**src/rtl/bus_dest_decoder.sv**
```systemverilog
// bus_dest_decoder: queues {dest_sel, bus_in} transfer requests and issues them
// as one-hot destination load enables, one per unstalled cycle.
// Optional build macro R0_ZERO_EN: code 0 becomes a null destination that is
// queued and popped but never asserts a load enable or counts as a transfer.
module bus_dest_decoder #(
    parameter int FIFO_DEPTH = 2
) (
    input  logic        clock,
    input  logic        clear,
    input  logic [31:0] bus_in,
    input  logic [4:0]  dest_sel,
    input  logic        dest_valid,
    output logic        dest_ready,
    input  logic        dest_stall,
    output logic [23:0] load_en,
    output logic [31:0] load_data,
    output logic        err_bad_sel,
    output logic [15:0] xfer_count,
    output logic [3:0]  fifo_level
);
    localparam int PW = (FIFO_DEPTH > 1) ? $clog2(FIFO_DEPTH) : 1;
`ifdef R0_ZERO_EN
    localparam bit R0_NULL = 1'b1;
`else
    localparam bit R0_NULL = 1'b0;
`endif

    typedef enum logic [1:0] {
        IDLE  = 2'd0,
        ISSUE = 2'd1,
        HOLD  = 2'd2
    } state_t;

    state_t state, state_next;

    logic [4:0]    sel_mem  [FIFO_DEPTH];
    logic [31:0]   data_mem [FIFO_DEPTH];
    logic [PW-1:0] rd_ptr, wr_ptr;
    logic          push, pop, bad, head_null;
    logic [4:0]    head_sel;
    logic [31:0]   head_data;

    assign dest_ready = fifo_level != 4'(FIFO_DEPTH);

    // Request qualification, head decode and next state; a full queue refuses
    // pushes even when a pop happens at the same edge because ready is registered.
    always_comb begin
        push       = dest_valid && dest_ready && (dest_sel <= 5'd23);
        bad        = dest_valid && dest_ready && (dest_sel > 5'd23);
        pop        = (fifo_level != 4'd0) && !dest_stall;
        head_sel   = sel_mem[rd_ptr];
        head_data  = data_mem[rd_ptr];
        head_null  = R0_NULL && (head_sel == 5'd0);
        state_next = pop ? ISSUE : ((fifo_level != 4'd0) ? HOLD : IDLE);
    end

    // Queue storage; contents need no reset since occupancy gates every read.
    always_ff @(posedge clock) begin
        if (push && !clear) begin
            sel_mem[wr_ptr]  <= dest_sel;
            data_mem[wr_ptr] <= bus_in;
        end
    end

    // Pointers, occupancy, issued load, sticky error, transfer count and state.
    always_ff @(posedge clock) begin
        if (clear) begin
            rd_ptr      <= '0;
            wr_ptr      <= '0;
            fifo_level  <= 4'd0;
            load_en     <= 24'd0;
            load_data   <= 32'd0;
            err_bad_sel <= 1'b0;
            xfer_count  <= 16'd0;
            state       <= IDLE;
        end else begin
            if (push) wr_ptr <= wr_ptr + PW'(1);
            if (pop) rd_ptr <= rd_ptr + PW'(1);
            fifo_level <= fifo_level + 4'(push) - 4'(pop);
            load_en    <= (pop && !head_null) ? (24'd1 << head_sel) : 24'd0;
            if (pop) load_data <= head_data;
            if (pop && !head_null) xfer_count <= xfer_count + 16'd1;
            if (bad) err_bad_sel <= 1'b1;
            state <= state_next;
        end
    end
endmodule
```
**config.mk**
```make
export PLATFORM = sky130hd
export DESIGN_NAME = bus_dest_decoder
export DESIGN_NICKNAME = d
export VERILOG_FILES = /design/src/rtl/bus_dest_decoder.sv
export SDC_FILE = /design/constraint.sdc
export NUM_CORES = 1
export LEC_CHECK = 0
export ABC_AREA = 1
export CORE_MARGIN = 8
export CORE_UTILIZATION = 40
export DETAILED_ROUTE_END_ITERATION = 7
export PLACE_DENSITY = 0.77
export SETUP_SLACK_MARGIN = 0.3
export SLEW_MARGIN = 20
export SYNTH_ARGS = -nofsm -noshare
export SYNTH_HDL_FRONTEND = slang
export SYNTH_SLANG_ARGS = --single-unit
```
**constraint.sdc**
```tcl
create_clock -name clock -period 3.2 [get_ports clock]
set_clock_uncertainty 0.2 [all_clocks]
set_input_delay 0.48 -clock clock [delete_from_list [all_inputs] [get_ports clock]]
set_output_delay 0.48 -clock clock [all_outputs]
set_load 0.02 [all_outputs]
```
# After elaboration in Yosys (flattened, before gate mapping)
# Memories as Yosys holds them, arrays and structs flattened. A register that Yosys moved wholly into a read port is not among the register bits.
# Index checks and enable logic that the tools add are counted.
[classes] addsub=5 magnitude_cmp=2 n_eq_ne=1 shifts=1 mux=4 bitwise_logic=1 n_reduce_logical=9
[op_table] operator="$shl 1x5->24 const A" count=1
[op_table] operator="$add 16x1->16 const B" count=1
[op_table] operator="$gt 5x5->1 const B" count=1
[op_table] operator="$le 5x5->1 const B" count=1
[op_table] operator="$logic_and 1x1->1" count=5
[op_table] operator="$add 4x1->4" count=1
[op_table] operator="$mux 1" count=4
[op_table] operator="$ne 4x2->1 const B" count=1
[op_table] operator="$reduce_bool 4->1" count=1
[op_table] operator="$sub 4x1->4" count=1
[op_table] operator="$add 1x1->1 const B" count=2
[op_table] operator="$logic_not 1->1" count=2
[op_table] operator="$reduce_or 2->1" count=1
[op_table] operator="$not 1->1" count=1
[totals] register_bits=47 mem_bits_rw=74 in_bits=41 word_cells=31 memories=2
[mem_list] memory="data_mem" depth=2 word_bits=32 rd=1 rd_ports_with_merged_regs=1 write_ports=1 line_no="37" source="logic [31:0] data_mem [FIFO_DEPTH];"
[mem_list] memory="sel_mem" depth=2 word_bits=5 rd=1 rd_ports_with_merged_regs=1 write_ports=1 line_no="36" source="logic [4:0] sel_mem [FIFO_DEPTH];"

# Depth between registers and ports, before layout
[logic_depth] word_depth=6 ltp_mapped=13

# Worst setup path before layout
# No wires, ideal clock.
[synth_path] path_type="reg-to-reg" start="register fifo_level[2]" end="memory data_mem[1][0], enable pin" setup_ns=0.431 t_arrival_ns=2.689 t_required_ns=2.569 slack_ns=-0.120 stages_incl_launch_ff=6 path_cell_list="dfxtp_1 > inv_1 > ha_1 > nand2_1 > nand3_1 > nor2_1"
[synth_between] elab_chain_cells=6
[synth_rtl] item="start: declaration" line_no="19" source="output logic [3:0] fifo_level"
[synth_rtl] item="start signal: assignment" line_no="79" source="fifo_level <= fifo_level + 4'(push) - 4'(pop);"
[synth_rtl] item="$ne 4x2->1" line_no="43" source="assign dest_ready = fifo_level != 4'(FIFO_DEPTH);"
[synth_rtl] item="net dest_ready" line_no="13" source="output logic dest_ready,"
[synth_rtl] item="$logic_and 1x1->1 (2 in a row)" line_no="48" source="push = dest_valid && dest_ready && (dest_sel <= 5'd23);"
[synth_rtl] item="$logic_and 1x1->1" line_no="59" source="if (push && !clear) begin"
[synth_rtl] item="$mux 1" line_no="59"
[synth_rtl] item="$mux 1 (implied by the code)" line_no="61" source="data_mem[wr_ptr] <= bus_in;"
[synth_rtl] item="end: declaration" line_no="37"
# The timed path passes the listed nets, and every way through them passes these cells.

# Final worst setup path
[layout_path] start="register fifo_level[2]" end="output dest_ready"
[layout_between] elab_chain_cells=1
[layout_rtl] item="$ne 4x2->1" line_no="43"
[layout_rtl] item="end: declaration" line_no="13"
# Every way passes these cells.

==> results.json <==
{
  "status": "completed",
  "hold_ws_ps": 252,
  "num_io_pins": 119,
  "synth_warnings": 0,
  "htreeDepth": 4,
  "finalSetupTns_ps": 0,
  "power_frac_seq_pct": 41.3,
  "final_area_mm2": 0.00770,
  "cts.repair.resized": 0,
  "synth_most_common_cell": "nand2_1",
  "dpl_cell_area_mm2": 0.00713,
  "multi_input_area_mm2": 0.00171,
  "p_leak_nw": 2.95,
  "tightest_slew_ps": 624,
  "crit_required_ps": 2520,
  "clkSlewWorstSetupHoldPaths_ps": 60,
  "place_congestion": 0.760,
  "comb_power_share_pct": 26.2,
  "cts_hold_buffers": 0,
  "clockPowerShare_pct": 32.5,
  "ff2ff_path_depth": 10,
  "min_period_over_period_pct": 77.1,
  "antenna_found_initial": 0,
  "ys_ff_latch": 154,
  "overflow": 0,
  "startpoint_type": "flip-flop",
  "die_area_mm2": 0.0184,
  "synth_compound_area_share_pct": 5.54,
  "rows": 43,
  "ys_types": 28,
  "dp.cells": 873,
  "synth_top_family_by_area": "simple AND/OR/NAND/NOR gates",
  "syn_area_mm2": 0.00574,
  "yosys.area_share.xor_xnor_pct": 0.153,
  "via_count": 4304,
  "fp.dieH_um": 136,
  "synth_ff_type": "dfxtp_1",
  "nets": 760,
  "synthAdderAreaFrac_pct": 1.66,
  "slew_violations": 0,
  "drt-initial-drc-count": 242,
  "grt_max_degree": 52,
  "drv_cap": 0,
  "synth_area_leaders": "edfxtp_1 (39%), dfxtp_1 (28%), nand2_1 (9.8%), nor2_1 (8.6%), o21ai_0 (2.3%)",
  "p_int_mw": 4.02,
  "p_sw_share_pct": 32.3,
  "grtUsageTotal_pct": 14.8,
  "clock-sinks": 154,
  "synth_top_area_share_pct": 38.7,
  "worstPathMaxFanout": 3,
  "drt.antenna.violating_nets": 0,
  "hp-class": "flip-flop to flip-flop",
  "seq_area_mm2": 0.00382,
  "async_flop_share_pct": 0,
  "end_kind": "primary output",
  "post-cts-setup-buffers": 0,
  "slew_headroom_pct": 58.4,
  "peakVddDrop_mv": 0.404,
  "place_hpwl_mm": 8.85,
  "p_per_area_mw_per_mm2": 772,
  "post_synth_mux_area_share_pct": 0,
  "switchingPower_mw": 1.92,
  "routed_wl_mm": 13.3,
  "grt_pass1_vias": 4288,
  "grt_pass1_wl_mm": 21.1,
  "finalSetupViolations": 0,
  "fillers": 1204,
  "cts_tree": "built",
  "ys_seq_area_share_pct": 66.6,
  "crit_arrival_ps": 1790,
  "fp.dieW_um": 136,
  "hold_viol": 0,
  "whs_path_depth": 2,
  "port_buffers": 118,
  "drive_above_1_share_pct": 7.31,
  "insertion_delay_ps": 420,
  "core_area_mm2": 0.0139,
  "route.detailed.drc": 0,
  "crit_type": "flip-flop to primary output",
  "wl_per_cell_um": 14.7,
  "stdcell_count": 905,
  "fmax_mhz": 405,
  "start_util_pct": 41.2,
  "rsz0062_at_grt": "false",
  "first_pass_iters": 4,
  "period_minus_slack_ps": 2470,
  "numCtsBuffers": 17,
  "synthCells": 590,
  "area_delta_synth_final_pct": 34.2,
  "synth_commonest_cells": "nand2_1 (150), nor2_1 (131), dfxtp_1 (80), edfxtp_1 (74), inv_1 (29)",
  "clockBufferDepth": 2,
  "syn_nets": 638,
  "synth_edf_count": 74,
  "avgSynthCellArea_um2": 9.73,
  "routed_via_density": 4.76,
  "n_antenna_cell": 0,
  "yosys.area.top_type": "edfxtp_1",
  "cts_root_buf": "clkbuf_16",
  "yosys.area_share.simple_pct": 22.1
}
path summary, 6_finish.rpt:
kind | from | slack (ps) | to
worst min-delay path | err_bad_sel | 250 | err_bad_sel
worst max register to register | fifo_level[2] | 790 | fifo_level[2]
worst min register to register | err_bad_sel | 250 | err_bad_sel
worst max-delay path | fifo_level[2] | 730 | dest_ready
registers in the layout, summed over array words and instances, names as in the netlist, named ones only:
register,cells
load_en,24
xfer_count,16
err_bad_sel,1
fifo_level,4
wr_ptr,1
sel_mem,10
load_data,32
rd_ptr,1
data_mem,64
layout make-up:
| cell class | count | area share [%] |
|---|---|---|
| Clock buffer | 19 | 6.17 |
| Clock inverter | 13 | 1.32 |
| Inverter | 32 | 1.56 |
| Multi-Input combinational cell | 383 | 22.1 |
| Sequential cell | 154 | 49.6 |
| Tap cell | 180 | 2.92 |
| Timing Repair Buffer | 124 | 16.2 |
routing by layer:
metal,vias up,share of wire [%],GRT usage [%]
li1,2159,-,-
met1,2004,43,17.3
met2,117,48,24.3
met3,24,6.8,4.53
met4,0,1.9,6.72
met5,-,0,0
power groups by stage:
stage | clock, mW | sequential, mW | combinational (mW)
floorplan | 0 | 2.66 | 0.781
global placement | 0 | 2.49 | 1.54
detailed placement | 0 | 2.50 | 1.58
CTS | 1.98 | 2.46 | 1.59
global route | 2.07 | 2.49 | 1.74
finish | 1.94 | 2.45 | 1.56
per-stage QoR:
step,total power [mW],setup WS (ps),utilization (%)
2_1_floorplan,3.44,482,-
3_3_place_gp,4.04,537,51.1
3_5_place_dp,4.08,490,51.1
4_1_cts,6.03,709,55.3
5_1_grt,6.30,566,55.3
6_report,5.95,733,55.3
cell families after synthesis:
| logic type | after synthesis |
|---|---|
| XOR/XNOR | 1 |
| flip-flops | 154 |
| buffers and inverters | 53 |
| AO/OA/AOI/OAI | 57 |
| AND/OR/NAND/NOR | 318 |
| adder cells (fa/ha/maj) | 7 |
placed cells by master, fill, tap and decap left out, types with 2 or more instances in the layout:
| cell | instances |
|---|---|
| clkinv_2 | 3 |
| nor3_1 | 2 |
| and2_1 | 3 |
| nor2_4 | 3 |
| dfxtp_1 | 80 |
| buf_12 | 2 |
| inv_6 | 6 |
| nor2_1 | 130 |
| ha_1 | 6 |
| clkbuf_16 | 19 |
| nand2_1 | 150 |
| a21oi_1 | 11 |
| inv_1 | 28 |
| nand4_1 | 5 |
| o21ai_0 | 26 |
| nor2_2 | 3 |
| nand3_1 | 20 |
| clkdlybuf4s50_1 | 118 |
| inv_2 | 4 |
| buf_4 | 4 |
| o21ai_4 | 2 |
| edfxtp_1 | 74 |
| o21ai_1 | 15 |
critical path: stages, from the launching register on:
cell             delay (ps)
dfxtp_1                 320
inv_1                    60
ha_1                    250
nand2_1                 130
clkdlybuf4s50_1         610
No activity file was read; power rests on OpenSTA's default activity.
